### src/rtl/padded_row_streamer.sv
// padded_row_streamer
// Writer side of the serial window-buffer interface. Takes one binary feature-map
// row per handshake and emits the zero-padded frame (top pad row, framed data rows,
// bottom pad row) as a 1-bit stream with a valid/ready style transfer qualifier.
// Every output is a flop; the next-output logic is derived from the next state so
// there is no combinational path from any input to any output.

module padded_row_streamer #(
   parameter int unsigned p_n_data_cols = 32,
   parameter int unsigned p_n_data_rows = 32,
   parameter logic        p_pad_val     = 1'b0,
   parameter int unsigned p_n_cols      = p_n_data_cols + 2
) (
   input  logic                     clk,
   input  logic                     reset,
   input  logic                     start,
   input  logic [p_n_data_cols-1:0] row_in,
   input  logic                     row_in_valid,
   output logic                     row_in_ready,
   input  logic                     stream_ready,
   output logic                     stream_out,
   output logic                     stream_out_en,
   output logic                     busy,
   output logic                     frame_done
);

   localparam int unsigned lp_col_w = (p_n_cols > 1) ? $clog2(p_n_cols) : 1;
   localparam int unsigned lp_row_w = (p_n_data_rows > 1) ? $clog2(p_n_data_rows) : 1;

   localparam logic [lp_col_w-1:0] lp_last_col = lp_col_w'(p_n_cols - 1);
   localparam logic [lp_row_w-1:0] lp_last_row = lp_row_w'(p_n_data_rows - 1);
   localparam logic [lp_col_w-1:0] lp_col_one  = lp_col_w'(1);
   localparam logic [lp_row_w-1:0] lp_row_one  = lp_row_w'(1);

   typedef enum logic [2:0] {
      ST_IDLE     = 3'd0,
      ST_PAD_TOP  = 3'd1,
      ST_WAIT_ROW = 3'd2,
      ST_SEND_ROW = 3'd3,
      ST_PAD_BOT  = 3'd4,
      ST_DONE     = 3'd5
   } state_t;

   // Registered state
   state_t                   state_r;
   logic [lp_col_w-1:0]      col_cnt_r;
   logic [lp_row_w-1:0]      row_cnt_r;
   logic [p_n_data_cols-1:0] row_r;

   // Registered outputs
   logic                     row_in_ready_r;
   logic                     stream_out_r;
   logic                     stream_out_en_r;
   logic                     busy_r;
   logic                     frame_done_r;

   // Next-state / next-output terms
   state_t                   state_nxt_s;
   logic [lp_col_w-1:0]      col_cnt_nxt_s;
   logic [lp_row_w-1:0]      row_cnt_nxt_s;
   logic [p_n_data_cols-1:0] row_nxt_s;
   logic                     xfer_s;
   logic                     last_col_s;
   logic                     emit_nxt_s;
   logic [lp_col_w-1:0]      data_idx_s;
   logic [p_n_data_cols-1:0] row_shift_s;
   logic                     stream_out_nxt_s;

   assign row_in_ready  = row_in_ready_r;
   assign stream_out    = stream_out_r;
   assign stream_out_en = stream_out_en_r;
   assign busy          = busy_r;
   assign frame_done    = frame_done_r;

   // A bit moves only while the registered enable is up and the consumer accepts it.
   assign xfer_s     = stream_out_en_r & stream_ready;
   assign last_col_s = (col_cnt_r == lp_last_col);

   // Frame sequencing: next state, column/row counters and the latched data row.
   always_comb begin
      state_nxt_s   = state_r;
      col_cnt_nxt_s = col_cnt_r;
      row_cnt_nxt_s = row_cnt_r;
      row_nxt_s     = row_r;
      case (state_r)
         ST_IDLE: begin
            if (start) begin
               state_nxt_s = ST_PAD_TOP;
            end else begin
               state_nxt_s = ST_IDLE;
            end
         end
         ST_PAD_TOP: begin
            if (xfer_s && last_col_s) begin
               col_cnt_nxt_s = '0;
               state_nxt_s   = ST_WAIT_ROW;
            end else if (xfer_s) begin
               col_cnt_nxt_s = col_cnt_r + lp_col_one;
            end else begin
               col_cnt_nxt_s = col_cnt_r;
            end
         end
         ST_WAIT_ROW: begin
            if (row_in_valid && row_in_ready_r) begin
               row_nxt_s   = row_in;
               state_nxt_s = ST_SEND_ROW;
            end else begin
               row_nxt_s   = row_r;
            end
         end
         ST_SEND_ROW: begin
            if (xfer_s && last_col_s) begin
               col_cnt_nxt_s = '0;
               if (row_cnt_r == lp_last_row) begin
                  row_cnt_nxt_s = '0;
                  state_nxt_s   = ST_PAD_BOT;
               end else begin
                  row_cnt_nxt_s = row_cnt_r + lp_row_one;
                  state_nxt_s   = ST_WAIT_ROW;
               end
            end else if (xfer_s) begin
               col_cnt_nxt_s = col_cnt_r + lp_col_one;
            end else begin
               col_cnt_nxt_s = col_cnt_r;
            end
         end
         ST_PAD_BOT: begin
            if (xfer_s && last_col_s) begin
               col_cnt_nxt_s = '0;
               state_nxt_s   = ST_DONE;
            end else if (xfer_s) begin
               col_cnt_nxt_s = col_cnt_r + lp_col_one;
            end else begin
               col_cnt_nxt_s = col_cnt_r;
            end
         end
         ST_DONE: begin
            state_nxt_s = ST_IDLE;
         end
         default: begin
            state_nxt_s   = ST_IDLE;
            col_cnt_nxt_s = '0;
            row_cnt_nxt_s = '0;
            row_nxt_s     = '0;
         end
      endcase
   end

   // Stream bit for the next cycle: data columns pick the latched row bit, everything else is pad.
   always_comb begin
      emit_nxt_s  = (state_nxt_s == ST_PAD_TOP) || (state_nxt_s == ST_SEND_ROW) ||
                    (state_nxt_s == ST_PAD_BOT);
      data_idx_s  = col_cnt_nxt_s - lp_col_one;
      row_shift_s = row_nxt_s >> data_idx_s;
      if ((state_nxt_s == ST_SEND_ROW) && (col_cnt_nxt_s != '0) &&
          (col_cnt_nxt_s != lp_last_col)) begin
         stream_out_nxt_s = row_shift_s[0];
      end else begin
         stream_out_nxt_s = p_pad_val;
      end
   end

   // State, counters, row latch and all outputs; reset clears everything at once.
   always_ff @(posedge clk or negedge reset) begin
      if (!reset) begin
         state_r         <= ST_IDLE;
         col_cnt_r       <= '0;
         row_cnt_r       <= '0;
         row_r           <= '0;
         row_in_ready_r  <= 1'b0;
         stream_out_r    <= 1'b0;
         stream_out_en_r <= 1'b0;
         busy_r          <= 1'b0;
         frame_done_r    <= 1'b0;
      end else begin
         state_r         <= state_nxt_s;
         col_cnt_r       <= col_cnt_nxt_s;
         row_cnt_r       <= row_cnt_nxt_s;
         row_r           <= row_nxt_s;
         row_in_ready_r  <= (state_nxt_s == ST_WAIT_ROW);
         stream_out_r    <= stream_out_nxt_s;
         stream_out_en_r <= emit_nxt_s;
         busy_r          <= (state_nxt_s != ST_IDLE);
         frame_done_r    <= (state_nxt_s == ST_DONE);
      end
   end

endmodule

### config.mk
export PLATFORM = sky130hd
export DESIGN_NAME = padded_row_streamer
export DESIGN_NICKNAME = d
export VERILOG_FILES = /design/src/rtl/padded_row_streamer.sv
export SDC_FILE = /design/constraint.sdc
export NUM_CORES = 1
export LEC_CHECK = 0
export BUFFER_PORTS_ARGS = -buffer_cell sky130_fd_sc_hd__buf_2
export CAP_MARGIN = 20
export CORE_UTILIZATION = 40
export CTS_CLUSTER_SIZE = 40
export DETAILED_ROUTE_END_ITERATION = 10
export GPL_TIMING_DRIVEN = 0
export PLACE_DENSITY = 0.64
export SYNTH_ARGS = -nofsm -noshare
export SYNTH_HDL_FRONTEND = slang
export SYNTH_SLANG_ARGS = --single-unit
### constraint.sdc
create_clock -name clk -period 3.7 [get_ports clk]
set_input_delay 0.37 -clock clk [delete_from_list [all_inputs] [get_ports clk]]
set_output_delay 0.37 -clock clk [all_outputs]
set_load 0.03 [all_outputs]
==> impl_metrics.toml <==
[outcome]
outcome = "finished clean"

[setup_path]
cp.required_ns = 3.89
path_max_fanout = 11
start_kind = "flip-flop"
crit_family = "multiplexers"
path_cells = "ha_1, nand4b_1, o2bb2ai_4, o32ai_4, buf_2, ha_1, mux4_2, mux4_2, nor2_1, a211oi_2"
cpMaxStageDelayCell = "mux4_2"
cp-end-kind = "flip-flop"
reg2reg_slack_ns = 0.20
rr_worst_depth = 10
rr_endpoint = "stream_out"
slowest_delay_ns = 0.56
critical_path_class = "flip-flop to flip-flop"
r2r-start = "col_cnt_r[0]"
path_buf_inv = 1
worstPathArrival_ns = 3.69

[floorplanning]
fp.dieW_microns = 86.75
pin_count = 42
rows = 30
fp.dieH_microns = 86.75
design.core.area_sq_mm = 0.006869
dieArea_sq_mm = 0.007525
start_util_pct = 41.82

[timing]
fin_crit_sh_pct = 94.65
finalHoldViolations = 0
fin_crit_ns = 3.502
fmax_mhz = 285.6
totalNegativeSetupSlack_ns = 0
clock_skew_ns = 0.01164
whs_ns = 0.02396
slew_violations = 0
setup_viol = 0
slew_headroom_pct = 63.48
rsz0062_at_grt = "no"
worstMarginPinSlew_ns = 0.5478

[cells_and_area]
diodes = 0
final_layout_size_suffix_gt1_share_pct = 26.49
fillerInstances = 638
synthToLayoutAreaGrowth_pct = 15.64
final_common_cell = "dfrtp_1"
fin_nets = 345
layout_common_cells = "51 x dfrtp_1, 46 x buf_2, 32 x a22o_1"

[grt]
grt_pass1_wl_microns = 10810
grt-ovfl-total = 0
antenna_found_initial = 0
track_usage_pct = 18.63
grt_max_degree = 31
first_global_vias = 2200

[clock_network]
tritoncts = "done"
cts-root-buf = "clkbuf_8"
cts_buffer_depth = 2
clk_pin_slew_worst_paths_ns = 0.11
ctsResizeCount = 2
numClockSinks = 51
clk_latency_ns = 0.31
hold_buffers = 0
cts_made_buffers = 5
htree_num_levels = 2
post_cts_buffers = 0

[detailed_routing]
drc_errors = 0
wl_microns = 6415
first_pass_iters = 4
wl_per_cell_microns = 16.12
vias_per_cell = 5.575
dr.first_iter.drc_count = 150
ant_nets = 0
num_vias = 2219

[synthesis]
seq_area_frac_synth_pct = 44.43
avgSynthCellArea_sq_um = 11.31
synth_nets = 298
synth_ff_type = "dfrtp_1"
synthArstFlopShare_pct = 100.0
yosys_warnings = 0
syn_area_sq_mm = 0.002873
synth_enable_flop_cells = 0
synth-seq-cells = 51
synth_cells = 254
synth.distinct_cells = 52

[pwr]
powerDensity_mw_per_mm2 = 537.6
ir_drop_v = 0.0002317
power.leakage_nw = 1.531

[place]
io_buffers = 41
dp_hpwl_microns = 4763
gp_congestion = 0.8004

[min_path]
hold_class = "input port to async pin"

[run]
maxCapViolations = 0
[report_power, final]
group / switching, W / total, W / internal [W]
clock: 0.000205 / 0.000346 / 0.000141
combinational: 0.000453 / 0.000818 / 0.000365
sequential: 0.0000366 / 0.000622 / 0.000586
total: 0.000694 / 0.00179 / 0.00109
[final cells by class]
class / count / area [sq um] / area share [%]
Clock inverter: 3 / 27.53 / 0.8286
Buffer: 16 / 86.33 / 2.599
Clock buffer: 5 / 68.82 / 2.072
Inverter: 10 / 43.79 / 1.318
Timing Repair Buffer: 42 / 225.2 / 6.780
Multi-Input combinational cell: 175 / 1474 / 44.37
Sequential cell: 51 / 1276 / 38.42
Tap cell: 96 / 120.1 / 3.616
[worst max-delay path by stage]
stage	start	endpoint	slack (ns)	depth (start not counted)
after floorplan	state_r[1]	stream_out	0.33	10
after global placement	col_cnt_r[0]	stream_out	-0.02	11
after detailed placement	col_cnt_r[0]	stream_out	-0.05	11
after CTS	col_cnt_r[0]	stream_out	0.03	11
after global routing	col_cnt_r[0]	stream_out	0.006	10
final	col_cnt_r[0]	stream_out	0.20	10
[flip-flops by register name, summed over array words and instances, names as in the netlist]
name and flops:
row_cnt_r 5, col_cnt_r 6, stream_out 1, busy 1, frame_done 1, row_in_ready 1
row_r 32, stream_out_en 1, state_r 3
[Yosys cell counts (2+ instances only)]
| library cell | number | share of area, % |
|---|---|---|
| xnor2_2 | 2 | 1.1 |
| nand2b_1 | 3 | 0.65 |
| o21ai_0 | 11 | 1.9 |
| nor2b_1 | 4 | 0.87 |
| nand2_1 | 9 | 1.2 |
| and2_1 | 3 | 0.65 |
| or2_2 | 3 | 0.65 |
| nor2_1 | 10 | 1.3 |
| a22o_1 | 32 | 9.8 |
| and3_1 | 3 | 0.65 |
| mux4_2 | 5 | 3.9 |
| nand4b_1 | 2 | 0.61 |
| buf_1 | 4 | 0.52 |
| mux2i_1 | 9 | 3.1 |
| a22oi_1 | 2 | 0.52 |
| or3b_4 | 2 | 0.78 |
| inv_1 | 8 | 1.0 |
| and3b_1 | 2 | 0.61 |
| nand4_1 | 2 | 0.44 |
| o211ai_1 | 9 | 2.4 |
| o22ai_1 | 2 | 0.44 |
| dfrtp_1 | 51 | 44 |
| ha_1 | 7 | 3.0 |
| nor3_1 | 6 | 1.0 |
| a21oi_1 | 8 | 1.4 |
| a221oi_1 | 16 | 4.9 |
| clkbuf_1 | 7 | 0.91 |
| nand3_1 | 4 | 0.70 |
| buf_2 | 5 | 0.87 |
[routing by layer]
| layer | part of all wire (%) | track usage [%] |
|---|---|---|
| met1 | 48 | 26.61 |
| met2 | 46 | 29.08 |
| met3 | 4.3 | 2.571 |
| met4 | 1.4 | 6.515 |
| met5 | 0 | 0 |
[per-stage QoR]
step	cells	worst slack [ns]	util, %	power (W)	area [sq um]
detailed placement	392	-0.05121	46.85	0.001431	3218
CTS	400	0.02628	48.43	0.001799	3327
floorplan	254	0.3312	-	0.001261	2873
finish	398	0.1980	48.36	0.001786	3322
global route	398	0.006458	48.36	0.001899	3322
global placement	391	-0.02367	46.56	0.001412	3198
[worst reg2reg max path, stage by stage, from the launching register on]
cell and delay (ns):
dfrtp_1 0.51, ha_1 0.21, nand4b_1 0.23, o2bb2ai_4 0.33, o32ai_4 0.15, buf_2 0.22
ha_1 0.50, mux4_2 0.56, mux4_2 0.47, nor2_1 0.15, a211oi_2 0.06
[cell families after synthesis]
family,count (synthesis),share of synthesized area [%]
xor+xnor,4,1.742
compound gates,93,27.48
buf+inv,28,4.747
simple gates,57,11.50
mux,14,7.056
fa+ha+maj,7,3.049
flops,51,44.42
No activity file was read; power rests on OpenSTA's default activity.
